## src/rtl/mem_dump_pkg.sv

```systemverilog
// mem_dump_pkg: state encodings and byte-count helper shared by the memory dump sequencer
package mem_dump_pkg;
   typedef enum logic [2:0] {
      IDLE  = 3'd0,
      FETCH = 3'd1,
      SEND  = 3'd2,
      CLEAR = 3'd3,
      DONE  = 3'd4
   } state_t;
   function automatic int bytes_of(input int b);
      return b / 8;
   endfunction
endpackage

```

## src/rtl/word_serializer.sv

```systemverilog
// word_serializer: loads a B-bit word and emits it LSB-first as bytes over a valid/ready handshake
module word_serializer
   import mem_dump_pkg::*;
#(
   parameter int B = 16
) (
   input  logic         clk,
   input  logic         reset,
   input  logic         load,
   input  logic [B-1:0] word,
   input  logic         tx_ready,
   output logic [7:0]   tx_data,
   output logic         tx_valid,
   output logic         last_byte
);
   localparam int BYTES = bytes_of(B);
   localparam int CW = BYTES > 1 ? $clog2(BYTES) : 1;
   logic [B-1:0]  sh;
   logic [CW-1:0] cnt;
   assign tx_data = sh[7:0];
   assign last_byte = cnt == CW'(BYTES - 1);
   // after the final shift sh is all zero, so tx_data idles at 0
   always_ff @(posedge clk) begin
      if (reset) begin
         sh <= '0;
         cnt <= '0;
         tx_valid <= 1'b0;
      end else if (load) begin
         sh <= word;
         cnt <= '0;
         tx_valid <= 1'b1;
      end else if (tx_valid && tx_ready) begin
         sh <= sh >> 8;
         cnt <= cnt + 1'b1;
         if (last_byte) tx_valid <= 1'b0;
      end
   end
endmodule

```

## src/rtl/mem_dump_ctrl.sv

```systemverilog
// mem_dump_ctrl: streams a memory address range out as UART bytes; MEM_DUMP_CLEAR_EN adds a bulk clear
module mem_dump_ctrl
   import mem_dump_pkg::*;
#(
   parameter int B = 16,
   parameter int W = 11
) (
   input  logic         clk,
   input  logic         reset,
   input  logic         start,
   input  logic [W-1:0] base_addr,
   input  logic [W-1:0] last_addr,
   input  logic         clear_start,
   output logic [W-1:0] mem_addr,
   input  logic [B-1:0] mem_data,
   output logic         mem_wr_en,
   output logic [W-1:0] mem_w_addr,
   output logic [B-1:0] mem_w_data,
   output logic [7:0]   tx_data,
   output logic         tx_valid,
   input  logic         tx_ready,
   output logic         busy,
   output logic         done
);
   state_t       state;
   logic [W-1:0] addr;
   logic [W-1:0] end_addr;
   logic         last_byte;
   assign mem_addr = addr;
   assign busy = state != IDLE;
   assign done = state == DONE;
   word_serializer #(.B(B)) u_ser (
      .clk       (clk),
      .reset     (reset),
      .load      (state == FETCH),
      .word      (mem_data),
      .tx_ready  (tx_ready),
      .tx_data   (tx_data),
      .tx_valid  (tx_valid),
      .last_byte (last_byte)
   );
`ifdef MEM_DUMP_CLEAR_EN
   assign mem_wr_en = state == CLEAR;
   assign mem_w_addr = mem_wr_en ? addr : '0;
   assign mem_w_data = '0;
`else
   wire unused_clear = clear_start;
   assign mem_wr_en = 1'b0;
   assign mem_w_addr = '0;
   assign mem_w_data = '0;
`endif
   always_ff @(posedge clk) begin
      if (reset) begin
         state <= IDLE;
         addr <= '0;
         end_addr <= '0;
      end else begin
         case (state)
            IDLE: begin
               if (start) begin
                  addr <= base_addr;
                  end_addr <= last_addr;
                  state <= FETCH;
               end
`ifdef MEM_DUMP_CLEAR_EN
               else if (clear_start) begin
                  addr <= '0;
                  state <= CLEAR;
               end
`endif
            end
            FETCH: state <= SEND;
            SEND: begin
               if (tx_valid && tx_ready && last_byte) begin
                  if (addr == end_addr) begin
                     state <= DONE;
                  end else begin
                     addr <= addr + 1'b1;
                     state <= FETCH;
                  end
               end
            end
`ifdef MEM_DUMP_CLEAR_EN
            CLEAR: begin
               addr <= addr + 1'b1;
               if (&addr) state <= DONE;
            end
`endif
            DONE: state <= IDLE;
            default: state <= IDLE;
         endcase
      end
   end
endmodule

```

## config.mk

```make
export PLATFORM = sky130hd
export DESIGN_NAME = mem_dump_ctrl
export DESIGN_NICKNAME = d
export VERILOG_FILES = /design/src/rtl/mem_dump_pkg.sv /design/src/rtl/word_serializer.sv /design/src/rtl/mem_dump_ctrl.sv
export SDC_FILE = /design/constraint.sdc
export NUM_CORES = 1
export LEC_CHECK = 0
export CAP_MARGIN = 25
export CORE_ASPECT_RATIO = 1.1
export CORE_MARGIN = 2
export CORE_UTILIZATION = 40
export DETAILED_ROUTE_END_ITERATION = 12
export GPL_TIMING_DRIVEN = 0
export PLACE_DENSITY = 0.76
export SLEW_MARGIN = 0
export SYNTH_ARGS = -nofsm -noshare
export SYNTH_HDL_FRONTEND = slang
export SYNTH_HIERARCHICAL = 1
export SYNTH_SLANG_ARGS = --single-unit
```

## constraint.sdc

```tcl
create_clock -name clk -period 1.54 [get_ports clk]
set_input_delay 0.308 -clock clk [delete_from_list [all_inputs] [get_ports clk]]
set_output_delay 0.308 -clock clk [all_outputs]
set_load 0.01 [all_outputs]
```

==> impl_metrics.sql <==
INSERT INTO impl_metrics (metric_group, metric, value, unit) VALUES
('outcome', 'run_status', 'finished with violations', ''),
('outcome', 'violations_in_the_final_reports', 'negative setup slack', ''),
('routing', 'drt_pass1_iterations', '4', ''),
('clock_tree', 'clock_insertion_delay_worst_skew', '0.30', 'ns'),
('layout', 'syn_to_final_growth', '52.53', '%'),
('synthesis', 'synth_top_cell_area_share', '0.3346', ''),
('global_routing', 'antenna_found_initial', '0', ''),
('global_routing', 'grt_pass1_vias', '2255', ''),
('layout', 'diodes', '0', ''),
('timing', 'relSlewSlack', '0.6278', ''),
('global_routing', 'track_usage', '0.1953', ''),
('worst_setup_path', 'worst-setup-path-type', 'flop to flop', ''),
('place', 'placement.io_buffers', '62', ''),
('floorplan', 'std_cell_rows', '30', ''),
('routing', 'drt-total-wl', '7191', 'µm'),
('floorplan', 'io-pin-count', '93', ''),
('worst_setup_path', 'worstSetupEndpointType', 'flop', ''),
('synthesis', 'synthTopCellsByArea', 'dfxtp_1 (33%), buf_4 (11%), nand2_1 (5.8%)', ''),
('worst_setup_path', 'crit_path_start_kind', 'flop', ''),
('routing', 'vias', '2520', ''),
('synthesis', 'synth_top_area_cell', 'dfxtp_1', ''),
('pwr', 'internal-power', '0.002147', 'W'),
('routing', 'routed_wire_length_per_instance', '14.35', 'µm'),
('global_routing', 'grt_overflow', '0', ''),
('timing', 'fmax', '0.5489', 'GHz'),
('layout', 'proportion_of_layout_cells_with_a_drive_suffix_above_1', '0.3349', ''),
('timing', 'drv_slew', '0', ''),
('clock_tree', 'numClockSinks', '43', ''),
('place', 'placed_cells_incl_taps', '467', ''),
('pwr', 'switching_part_of_the_total', '0.3255', ''),
('timing', 'period_needed', '1.822', 'ns'),
('synthesis', 'synth.avg_cell_area', '8.632', 'µm²'),
('pwr', 'ir_worst_vdd', '0.5451', 'mV'),
('worst_hold_path', 'min-delay-path-class', 'primary input to flop', ''),
('clock_tree', 'h-tree-depth', '2', ''),
('timing', 'clock_skew', '0.006647', 'ns'),
('pwr', 'p_sw', '0.001036', 'W'),
('timing', 'timing.hold.ws', '0.3747', 'ns'),
('clock_tree', 'holdBufCountCts', '0', ''),
('layout', 'post_layout_nonfiller_instances', '501', ''),
('place', 'place.gp.congestion', '0.8762', ''),
('timing', 'rsz0062_at_grt', 'true', ''),
('clock_tree', 'tritoncts.num_buffers', '5', ''),
('global_routing', 'maximum_number_of_pins_on_one_net_before_global_route_repair', '16', ''),
('clock_tree', 'clock_transition_at_the_registers_of_the_reported_paths', '0.09', 'ns'),
('worst_setup_path', 'worstPathMaxFanout', '6', ''),
('place', 'hpwl_reported_at_the_end_of_detailed_placement', '4569', 'µm'),
('synthesis', 'ys_ff_latch', '43', ''),
('timing', 'final.setup.tns', '-3.430', 'ns'),
('synthesis', 'sequential_share_of_the_synthesized_area', '0.3346', ''),
('synthesis', 'number_of_synthesis_warnings', '6', ''),
('timing', 'worst_slack', '-0.2817', 'ns'),
('floorplan', 'die_h', '88.11', 'µm'),
('routing', 'detail_route.drc_violations', '0', ''),
('worst_setup_path', 'required', '1.77', 'ns'),
('pwr', 'pwr-share-comb', '0.356', ''),
('floorplan', 'floorplan.die_area', '7089', 'µm²'),
('clock_tree', 'clockBufferDepth', '2', ''),
('synthesis', 'netlist_instances', '298', ''),
('layout', 'utilization', '0.6335', ''),
('worst_setup_path', 'reg2reg_slack', '-0.28', 'ns'),
('pwr', 'leakagePower', '1.691', 'nW'),
('global_routing', 'grt_first_pass_wirelength', '10580', 'µm'),
('timing', 'finalCritPeriodShare', '1.183', ''),
('timing', 'finalSetupViolations', '23', ''),
('timing', 'worst-slew-pin-transition', '0.5583', 'ns'),
('routing', 'post_drt_via_cell_ratio', '5.030', ''),
('floorplan', 'floorplan.die.width', '80.46', 'µm'),
('clock_tree', 'clock-root-buffer', 'clkbuf_8', ''),
('routing', 'first_iter_violations', '175', ''),
('routing', 'antenna_left', '0', ''),
('synthesis', 'yosys.cell_types.count', '45', ''),
('flow_run', 'drv_cap', '0', ''),
('synthesis', 'syn_area', '2572', 'µm²'),
('floorplan', 'design.core.area', '6193', 'µm²'),
('pwr', 'power.density', '811.2', 'nW/µm²'),
('clock_tree', 'tritoncts', 'yes', ''),
('pwr', 'seq_power_share', '0.408', ''),
('layout', 'finalNetCount', '464', ''),
('timing', 'final_hold_viol_count', '0', ''),
('pwr', 'power_frac_clock', '0.235', ''),
('floorplan', 'initial_core_util', '0.4154', ''),
('worst_setup_path', 'cp.arrival', '2.05', 'ns');
==> final cells by class <==
cell class / instances / area [µm²]
buffer: 56 / 449.2
clock buffer: 5 / 68.82
clock inverter: 3 / 23.77
fill: 505 / 2270
inverter: 10 / 37.54
multi-input combinational: 216 / 1503
sequential: 43 / 889.6
tap: 80 / 100.1
timing repair buffer: 88 / 852.1
==> path summary, 6_finish.rpt <==
kind	from	endpoint	cells past startpoint
hold / removal	reset	u_ser/sh[1]	2
hold reg to reg	end_addr[9]	end_addr[9]	2
setup / recovery	state[2]	mem_addr[0]	6
setup reg to reg	state[2]	mem_addr[0]	6
==> layer usage <==
metal / up-vias / share of wire / global-route usage
met2: 102 / 0.51 / 0.3341
met3: 20 / 0.056 / 0.04536
li1: 1225 / - / -
met4: 0 / 0.028 / 0.08475
met5: - / 0 / 0
met1: 1173 / 0.40 / 0.2340
==> stage by stage <==
step           worst slack, ns  area [µm²]  power, W
6_report               -0.2817        3924  0.003183
4_1_cts                -0.2289        3741  0.003073
3_3_place_gp           -0.6050        3447  0.002190
5_1_grt                -0.3291        3924  0.003343
3_5_place_dp           -0.6048        3447  0.002203
2_1_floorplan          -0.1143        2726  0.001889
==> registers in the layout, summed over array words and instances, names as in the netlist <==
name             flops
end_addr            11
mem_addr            11
state                3
u_ser/last_byte      1
u_ser/sh            16
u_ser/tx_valid       1
==> synth_stat cells, drive strengths merged <==
cell / number
buf: 50
dfxtp: 43
nand2: 41
a21oi: 24
xnor2: 13
nand3b: 12
nor2: 12
nor3: 12
nand3: 11
a211oi: 10
inv: 10
a2111oi: 8
clkbuf: 7
o21ai: 6
o31ai: 6
nor3b: 5
mux2i: 4
nand4: 3
o41ai: 3
and3: 2
or3: 2
xor2: 2
a21o: 1
a31oi: 1
and2: 1
conb: 1
ha: 1
nand2b: 1
nor2b: 1
nor4: 1
o21bai: 1
or3b: 1
or4: 1
or4b: 1
==> power by group through the flow <==
| stage | clock, W | combinational [W] | sequential [W] |
|---|---|---|---|
| after floorplan | 0 | 0.000578 | 0.00131 |
| after global placement | 0 | 0.000877 | 0.00131 |
| after detailed placement | 0 | 0.000886 | 0.00132 |
| after CTS | 0.000772 | 0.00101 | 0.00129 |
| after global routing | 0.000822 | 0.00121 | 0.00131 |
| final | 0.000749 | 0.00113 | 0.00130 |
==> cell families (layout without fill, tap and decap cells) <==
logic type | after synthesis | in the layout | synth area share
fa+ha+maj | 1 | 1 | 0.004863
buf+inv | 67 | 162 | 0.1819
compound gates | 60 | 61 | 0.1887
mux | 4 | 4 | 0.01556
flops | 43 | 43 | 0.3346
simple gates | 107 | 107 | 0.2160
xor+xnor | 15 | 15 | 0.05691
other cells | 1 | 28 | 0.001458
==> timing repair <==
action,CTS,global route
pin swaps,15,10
resized for setup,41,24
cloned,2,0
endpoints found under the setup margin,47,40
buffers inserted,13,13
==> layout by cell type (no fill, tap or decap), types with 5 or more instances in the layout <==
| master | netlist | final |
|---|---|---|
| xnor2_2 | 2 | 6 |
| buf_6 | 10 | 15 |
| clkbuf_8 | 0 | 5 |
| clkdlybuf4s50_1 | 0 | 42 |
| nand3b_1 | 12 | 12 |
| dfxtp_2 | 0 | 8 |
| dfxtp_1 | 43 | 30 |
| nor3_1 | 12 | 11 |
| dfxtp_4 | 0 | 5 |
| conb_1 | 1 | 28 |
| nand3_1 | 11 | 10 |
| nand2_1 | 40 | 39 |
| a2111oi_2 | 7 | 7 |
| a211oi_1 | 9 | 9 |
| nor2_1 | 12 | 9 |
| dlygate4sd2_1 | 0 | 18 |
| inv_1 | 10 | 10 |
| xnor2_1 | 11 | 7 |
| a21oi_1 | 24 | 23 |
| buf_4 | 36 | 58 |
==> critical path: stages (launching register included) <==
cell and delay (ns):
dfxtp_4 0.37, or4b_4 0.58, o21ai_4 0.12, buf_6 0.15
o31ai_4 0.09, or3_1 0.32, a21oi_1 0.13
No activity file was read; power rests on OpenSTA's default activity.
